==> src/rtl/slot_bus_arbiter.sv <==
// slot_bus_arbiter: round-robin sequencer that shares the single slot register bus
// between NREQ requesters, serialising one access at a time and routing the
// completion (read data / ack) back to the requester that owns the access.
//
// Optional build macro ARB_TIMEOUT_EN: adds a bus watchdog that aborts an access
// after TIMEOUT cycles in CMD/WAIT, answering with rsp_err=1 and rsp_rdata=16'hDEAD.
// Without the macro the arbiter waits indefinitely and rsp_err is tied low.
module slot_bus_arbiter #(
    parameter int NREQ    = 2,
    parameter int ADDR_W  = 8,
    parameter int DATA_W  = 16,
    parameter int TIMEOUT = 15
) (
    input  logic                     sys_clk,
    input  logic                     sys_rst,
    input  logic [NREQ-1:0]          req_valid,
    input  logic [NREQ-1:0]          req_we,
    input  logic [NREQ*ADDR_W-1:0]   req_addr,
    input  logic [NREQ*DATA_W-1:0]   req_wdata,
    output logic [NREQ-1:0]          req_ready,
    output logic [NREQ-1:0]          rsp_valid,
    output logic [DATA_W-1:0]        rsp_rdata,
    output logic                     rsp_err,
    output logic [2:0]               grant_id,
    output logic                     bus_cmd_valid,
    input  logic                     bus_cmd_ready,
    output logic                     bus_we,
    output logic [ADDR_W-1:0]        bus_addr,
    output logic [DATA_W-1:0]        bus_wdata,
    input  logic                     bus_rsp_valid,
    input  logic [DATA_W-1:0]        bus_rdata
);

    localparam logic [1:0] ST_IDLE = 2'd0;
    localparam logic [1:0] ST_CMD  = 2'd1;
    localparam logic [1:0] ST_WAIT = 2'd2;

    // Requester index is carried in a 3-bit field, so at most 8 requesters fit.
    if (NREQ < 2 || NREQ > 8 || TIMEOUT < 1) begin : g_param_check
        $error("slot_bus_arbiter: NREQ must be 2..8 and TIMEOUT >= 1");
    end

    logic [1:0]             state;
    logic [2:0]             ptr;
    logic [3:0]             pick_res;
    logic                   any_req;
    logic [2:0]             pick;
    logic [NREQ-1:0]        we_sh;
    logic [NREQ*ADDR_W-1:0] addr_sh;
    logic [NREQ*DATA_W-1:0] wdata_sh;
    logic [NREQ-1:0]        grant_oh;
    logic [NREQ-1:0]        pick_oh;
    logic                   done_ok;
    logic                   abort;
    logic                   expire;

    // Round-robin search: first requester set, starting just after the last owner
    // and wrapping around. Returns {found, index}.
    function automatic logic [3:0] rr_pick(input logic [NREQ-1:0] v, input logic [2:0] p);
        logic [3:0]      res;
        logic [NREQ-1:0] sh;
        int              idx;
        res = 4'd0;
        for (int k = 1; k <= NREQ; k++) begin
            idx = int'(p) + k;
            if (idx >= NREQ) idx = idx - NREQ;
            sh = v >> idx;
            if (!res[3] && sh[0]) res = {1'b1, idx[2:0]};
        end
        return res;
    endfunction

    assign pick_res = rr_pick(req_valid, ptr);
    assign any_req  = pick_res[3];
    assign pick     = pick_res[2:0];

    // Bring the chosen requester's fields down to bit 0 so they can be sliced.
    assign we_sh    = req_we >> pick;
    assign addr_sh  = req_addr >> (int'(pick) * ADDR_W);
    assign wdata_sh = req_wdata >> (int'(pick) * DATA_W);

    assign grant_oh = {{(NREQ-1){1'b0}}, 1'b1} << grant_id;
    assign pick_oh  = {{(NREQ-1){1'b0}}, 1'b1} << pick;

    // A write completes on command accept; a read completes when data returns.
    assign done_ok = (state == ST_CMD  && bus_cmd_ready && bus_we) ||
                     (state == ST_WAIT && bus_rsp_valid);

    // Watchdog only fires when nothing useful happened this cycle, so a
    // completion (or read accept) on the expiry cycle takes precedence.
    assign abort = expire && ((state == ST_CMD  && !bus_cmd_ready) ||
                              (state == ST_WAIT && !bus_rsp_valid));

`ifdef ARB_TIMEOUT_EN
    localparam int CNT_W = $clog2(TIMEOUT + 2);

    logic [CNT_W-1:0] cnt;
    logic             err_q;

    assign expire  = (state != ST_IDLE) && (cnt >= CNT_W'(TIMEOUT - 1));
    assign rsp_err = err_q;

    // Watchdog counter: zero while idle, counts every cycle an access is open.
    always_ff @(posedge sys_clk) begin
        if (sys_rst) begin
            cnt <= '0;
        end else if (state == ST_IDLE) begin
            cnt <= '0;
        end else begin
            cnt <= cnt + CNT_W'(1);
        end
    end

    // Error flag is updated only alongside rsp_valid and held until the next one.
    always_ff @(posedge sys_clk) begin
        if (sys_rst) begin
            err_q <= 1'b0;
        end else if (done_ok) begin
            err_q <= 1'b0;
        end else if (abort) begin
            err_q <= 1'b1;
        end
    end
`else
    assign expire  = 1'b0;
    assign rsp_err = 1'b0;
`endif

    // Access sequencer: IDLE -> CMD -> (WAIT for reads) -> IDLE.
    always_ff @(posedge sys_clk) begin
        if (sys_rst) begin
            state         <= ST_IDLE;
            ptr           <= 3'(NREQ - 1);
            grant_id      <= 3'd0;
            req_ready     <= '0;
            rsp_valid     <= '0;
            rsp_rdata     <= '0;
            bus_cmd_valid <= 1'b0;
            bus_we        <= 1'b0;
            bus_addr      <= '0;
            bus_wdata     <= '0;
        end else begin
            req_ready <= '0;
            rsp_valid <= '0;
            if (done_ok) begin
                bus_cmd_valid <= 1'b0;
                rsp_valid     <= grant_oh;
                rsp_rdata     <= bus_we ? '0 : bus_rdata;
                state         <= ST_IDLE;
            end else if (abort) begin
                bus_cmd_valid <= 1'b0;
                rsp_valid     <= grant_oh;
                rsp_rdata     <= DATA_W'(16'hDEAD);
                state         <= ST_IDLE;
            end else begin
                case (state)
                    ST_IDLE: begin
                        if (any_req) begin
                            state         <= ST_CMD;
                            ptr           <= pick;
                            grant_id      <= pick;
                            req_ready     <= pick_oh;
                            bus_cmd_valid <= 1'b1;
                            bus_we        <= we_sh[0];
                            bus_addr      <= addr_sh[ADDR_W-1:0];
                            bus_wdata     <= wdata_sh[DATA_W-1:0];
                        end
                    end
                    ST_CMD: begin
                        if (bus_cmd_ready) begin
                            bus_cmd_valid <= 1'b0;
                            state         <= ST_WAIT;
                        end
                    end
                    ST_WAIT: begin
                    end
                    default: begin
                        bus_cmd_valid <= 1'b0;
                        state         <= ST_IDLE;
                    end
                endcase
            end
        end
    end

endmodule

==> config.mk <==
export PLATFORM = sky130hd
export DESIGN_NAME = slot_bus_arbiter
export DESIGN_NICKNAME = d
export VERILOG_FILES = /design/src/rtl/slot_bus_arbiter.sv
export SDC_FILE = /design/constraint.sdc
export NUM_CORES = 1
export LEC_CHECK = 0
export BUFFER_PORTS_ARGS = -buffer_cell sky130_fd_sc_hd__buf_2
export CAP_MARGIN = 15
export CORE_ASPECT_RATIO = 1.4
export CORE_UTILIZATION = 51
export CTS_CLUSTER_SIZE = 30
export DETAILED_ROUTE_END_ITERATION = 16
export PLACE_DENSITY_LB_ADDON = 0.3
export SLEW_MARGIN = 20
export SYNTH_ARGS = -nofsm -noshare
export SYNTH_HDL_FRONTEND = slang
export SYNTH_SLANG_ARGS = --single-unit
==> constraint.sdc <==
create_clock -name sys_clk -period 7 [get_ports sys_clk]
set_input_delay 0.7 -clock sys_clk [delete_from_list [all_inputs] [get_ports sys_clk]]
set_output_delay 0.7 -clock sys_clk [all_outputs]
set_load 0.01 [all_outputs]
==> flow_metrics.tcl <==
set metrics [dict create \
    ctsHoldBuffers 0 \
    grt.total_usage_pct 25.6 \
    fin_tns_setup_ns 0 \
    setup_viol 0 \
    routed_wl_um 7290 \
    port_buffers 120 \
    syn_inst 271 \
    grt_pass1_wl_um 11500 \
    synth_seq_area_share_pct 37.7 \
    seqPwrFrac_pct 36.1 \
    cts_sinks 51 \
    synth_area_per_cell_um2 10.0 \
    ant_nets 0 \
    intPower_mw 0.673 \
    routabilityCongestion 0.859 \
    crit_arrival_ns 4.43 \
    n_antenna_cell 0 \
    critical_path_peak_fanout 30 \
    ys_warn_count 0 \
    max_freq_mhz 233 \
    place_inst 422 \
    h-tree-depth 2 \
    synth.ff_latch_count 51 \
    cts_buffers 5 \
    antenna_found_initial 0 \
    row_count 31 \
    syn_nets 351 \
    die_w_um 63.6 \
    rsz0062_at_grt "false" \
    cts_resized 0 \
    netSwitchingFraction_pct 42.4 \
    end_kind "flip-flop" \
    initial_utilization_pct 52.6 \
    syn_to_final_growth_pct 22.6 \
    slew_headroom_pct 27.7 \
    p_sw_mw 0.495 \
    setup_slack_ns 2.70 \
    dr.pass1.iters 9 \
    drtIter0Drc 112 \
    grt_overflow 0 \
    start_kind "flip-flop" \
    hold_viol 0 \
    whs_ns 0.478 \
    criticalPathCategory "flip-flop to flip-flop" \
    vias_per_cell 6.36 \
    worstPathRequired_ns 7.13 \
    clk_pin_slew_worst_paths_ns 0.09 \
    slew_violations 0 \
    combPwrFrac_pct 48.7 \
    peakVddDrop_uv 178 \
    die_area_um2 5620 \
    cts_tree "built" \
    p_per_area_nw_per_um2 351 \
    period_needed_ns 4.30 \
    pwr-share-clk_pct 15.3 \
    route.detailed.drc 0 \
    grt_pass1_vias 2631 \
    finalCritPeriodShare_pct 61.4 \
    postCtsSetupBuffers 0 \
    fin_cells 430 \
    final_core_util_pct 64.4 \
    hp-class "flip-flop to flip-flop" \
    dr_total_vias 2735 \
    wl_per_cell_um 17.0 \
    clk_path_buf_depth 2 \
    synth.distinct_cells 44 \
    core_um2 5160 \
    num-nets-final 443 \
    dp_hpwl_um 4980 \
    synth.area.top_cells "dfxtp_1 (38%), o211ai_1 (14%), a221oi_1 (8.4%), a311oi_1 (7.8%), a22o_1 (5.5%)" \
    num_io_pins 122 \
    skew_ns 0.00562 \
    tightest_slew_ns 1.08 \
    syn_area_um2 2710 \
    insertion_delay_ns 0.30 \
    pre_cts_ws_ns 2.73 \
    synth_top_area_share_pct 37.7 \
    outcome "finished clean" \
    die_y_um 88.3 \
    p_leak_nw 1.39 \
    yosysTopAreaCell "dfxtp_1" \
    drv_cap 0 \
    drive_above_1_share_pct 39.0 \
    grt_max_degree 36 \
    ctsRootBufferMaster "clkbuf_8" \
]
cells in the mapped netlist, drive strengths merged:
master,n
o211ai,53
dfxtp,51
a221oi,26
a311oi,25
buf,21
a22o,17
clkbuf,17
ha,8
nor3,8
inv,6
nand2,6
and3,3
nor2,3
a21oi,2
and4,2
nand4,2
o21ai,2
or4b,2
a211oi,1
a22oi,1
a311o,1
a31oi,1
and2,1
and4b,1
conb,1
mux2,1
nand3,1
nand3b,1
nor2b,1
nor3b,1
o211a,1
o311ai,1
o41a,1
or3b,1
xnor2,1
through the flow:
| step | power [mW] | area, µm² |
|---|---|---|
| 2_1_floorplan | 0.839 | 2710 |
| 3_3_place_gp | 0.978 | 3230 |
| 3_5_place_dp | 0.994 | 3230 |
| 4_1_cts | 1.17 | 3320 |
| 5_1_grt | 1.25 | 3320 |
| 6_report | 1.17 | 3320 |
critical path, cell delays in order (launching register included):
cell	delay, ns
dfxtp_1	0.48
inv_1	0.50
ha_1	0.52
inv_1	0.05
ha_1	0.18
ha_1	0.26
and3_1	0.21
nand2_1	0.11
o211ai_4	0.61
a22o_1	0.97
a311oi_1	0.22
power groups by stage:
stage          Sequential, mW  Clock [mW]  Combinational [mW]
2_1_floorplan           0.447           0               0.392
3_3_place_gp            0.425           0               0.553
3_5_place_dp            0.426           0               0.568
4_1_cts                 0.421       0.181               0.570
5_1_grt                 0.429       0.194               0.624
6_report                0.421       0.178               0.568
final cells by class:
cell class	instances	area, µm²
clock buffer	6	82.6
clock inverter	2	16.3
fill	454	1830
inverter	6	22.5
multi-input combinational	176	1480
sequential	51	1020
tap	66	82.6
timing repair buffer	123	623
logic make-up (layout without fill, tap and decap cells):
group / Yosys count / after routing / share of synthesized area (%)
buffers and inverters: 44 / 137 / 8.31
and+or+nand+nor: 33 / 33 / 7.43
muxes: 1 / 1 / 0.415
DFF: 51 / 51 / 37.7
AOI/OAI and AO/OA: 132 / 132 / 41.8
xor gates and xnor gates: 1 / 1 / 0.600
other: 1 / 1 / 0.138
adders and majority gates: 8 / 8 / 3.69
metal layers:
layer,up-vias,global-route usage (%),routed length (µm)
met4,0,9.71,162
met3,15,5.93,528
li1,1309,-,-
met1,1277,26.7,2820
met2,134,49.2,3780
met5,-,0,0
registers in the layout, summed over array words and instances, names as in the netlist:
name       flops
rsp_valid      2
bus_wdata     16
bus_addr       8
grant_id       3
ptr            1
rsp_rdata     16
req_ready      2
bus_we         1
state          2
path summary, 6_finish.rpt:
check	startpoint	end	slack, ns	depth (start not counted)
worst max register to register	ptr[0]	bus_wdata[2]	2.70	10
worst min register to register	rsp_rdata[11]	rsp_rdata[11]	0.48	1
worst max-delay path	ptr[0]	bus_wdata[2]	2.70	10
worst min-delay path	rsp_rdata[11]	rsp_rdata[11]	0.48	1
placed cells by master, fill, tap and decap left out, drive strengths merged:
cell,instances
conb,1
ha,8
o311ai,1
a22oi,1
and2,1
nand3b,1
o211ai,53
a31oi,1
a311o,1
mux2,1
inv,6
nor2,3
a22o,17
a21oi,2
o21ai,2
and4,2
and4b,1
clkinv,1
a311oi,25
nor2b,1
dfxtp,51
buf,123
clkbuf,6
and3,3
or4b,2
o211a,1
clkinvlp,1
a211oi,1
nor3,8
nand3,1
o41a,1
nor3b,1
nand4,2
a221oi,26
xnor2,1
nand2,6
or3b,1
Power figures use the tool's default switching activity.
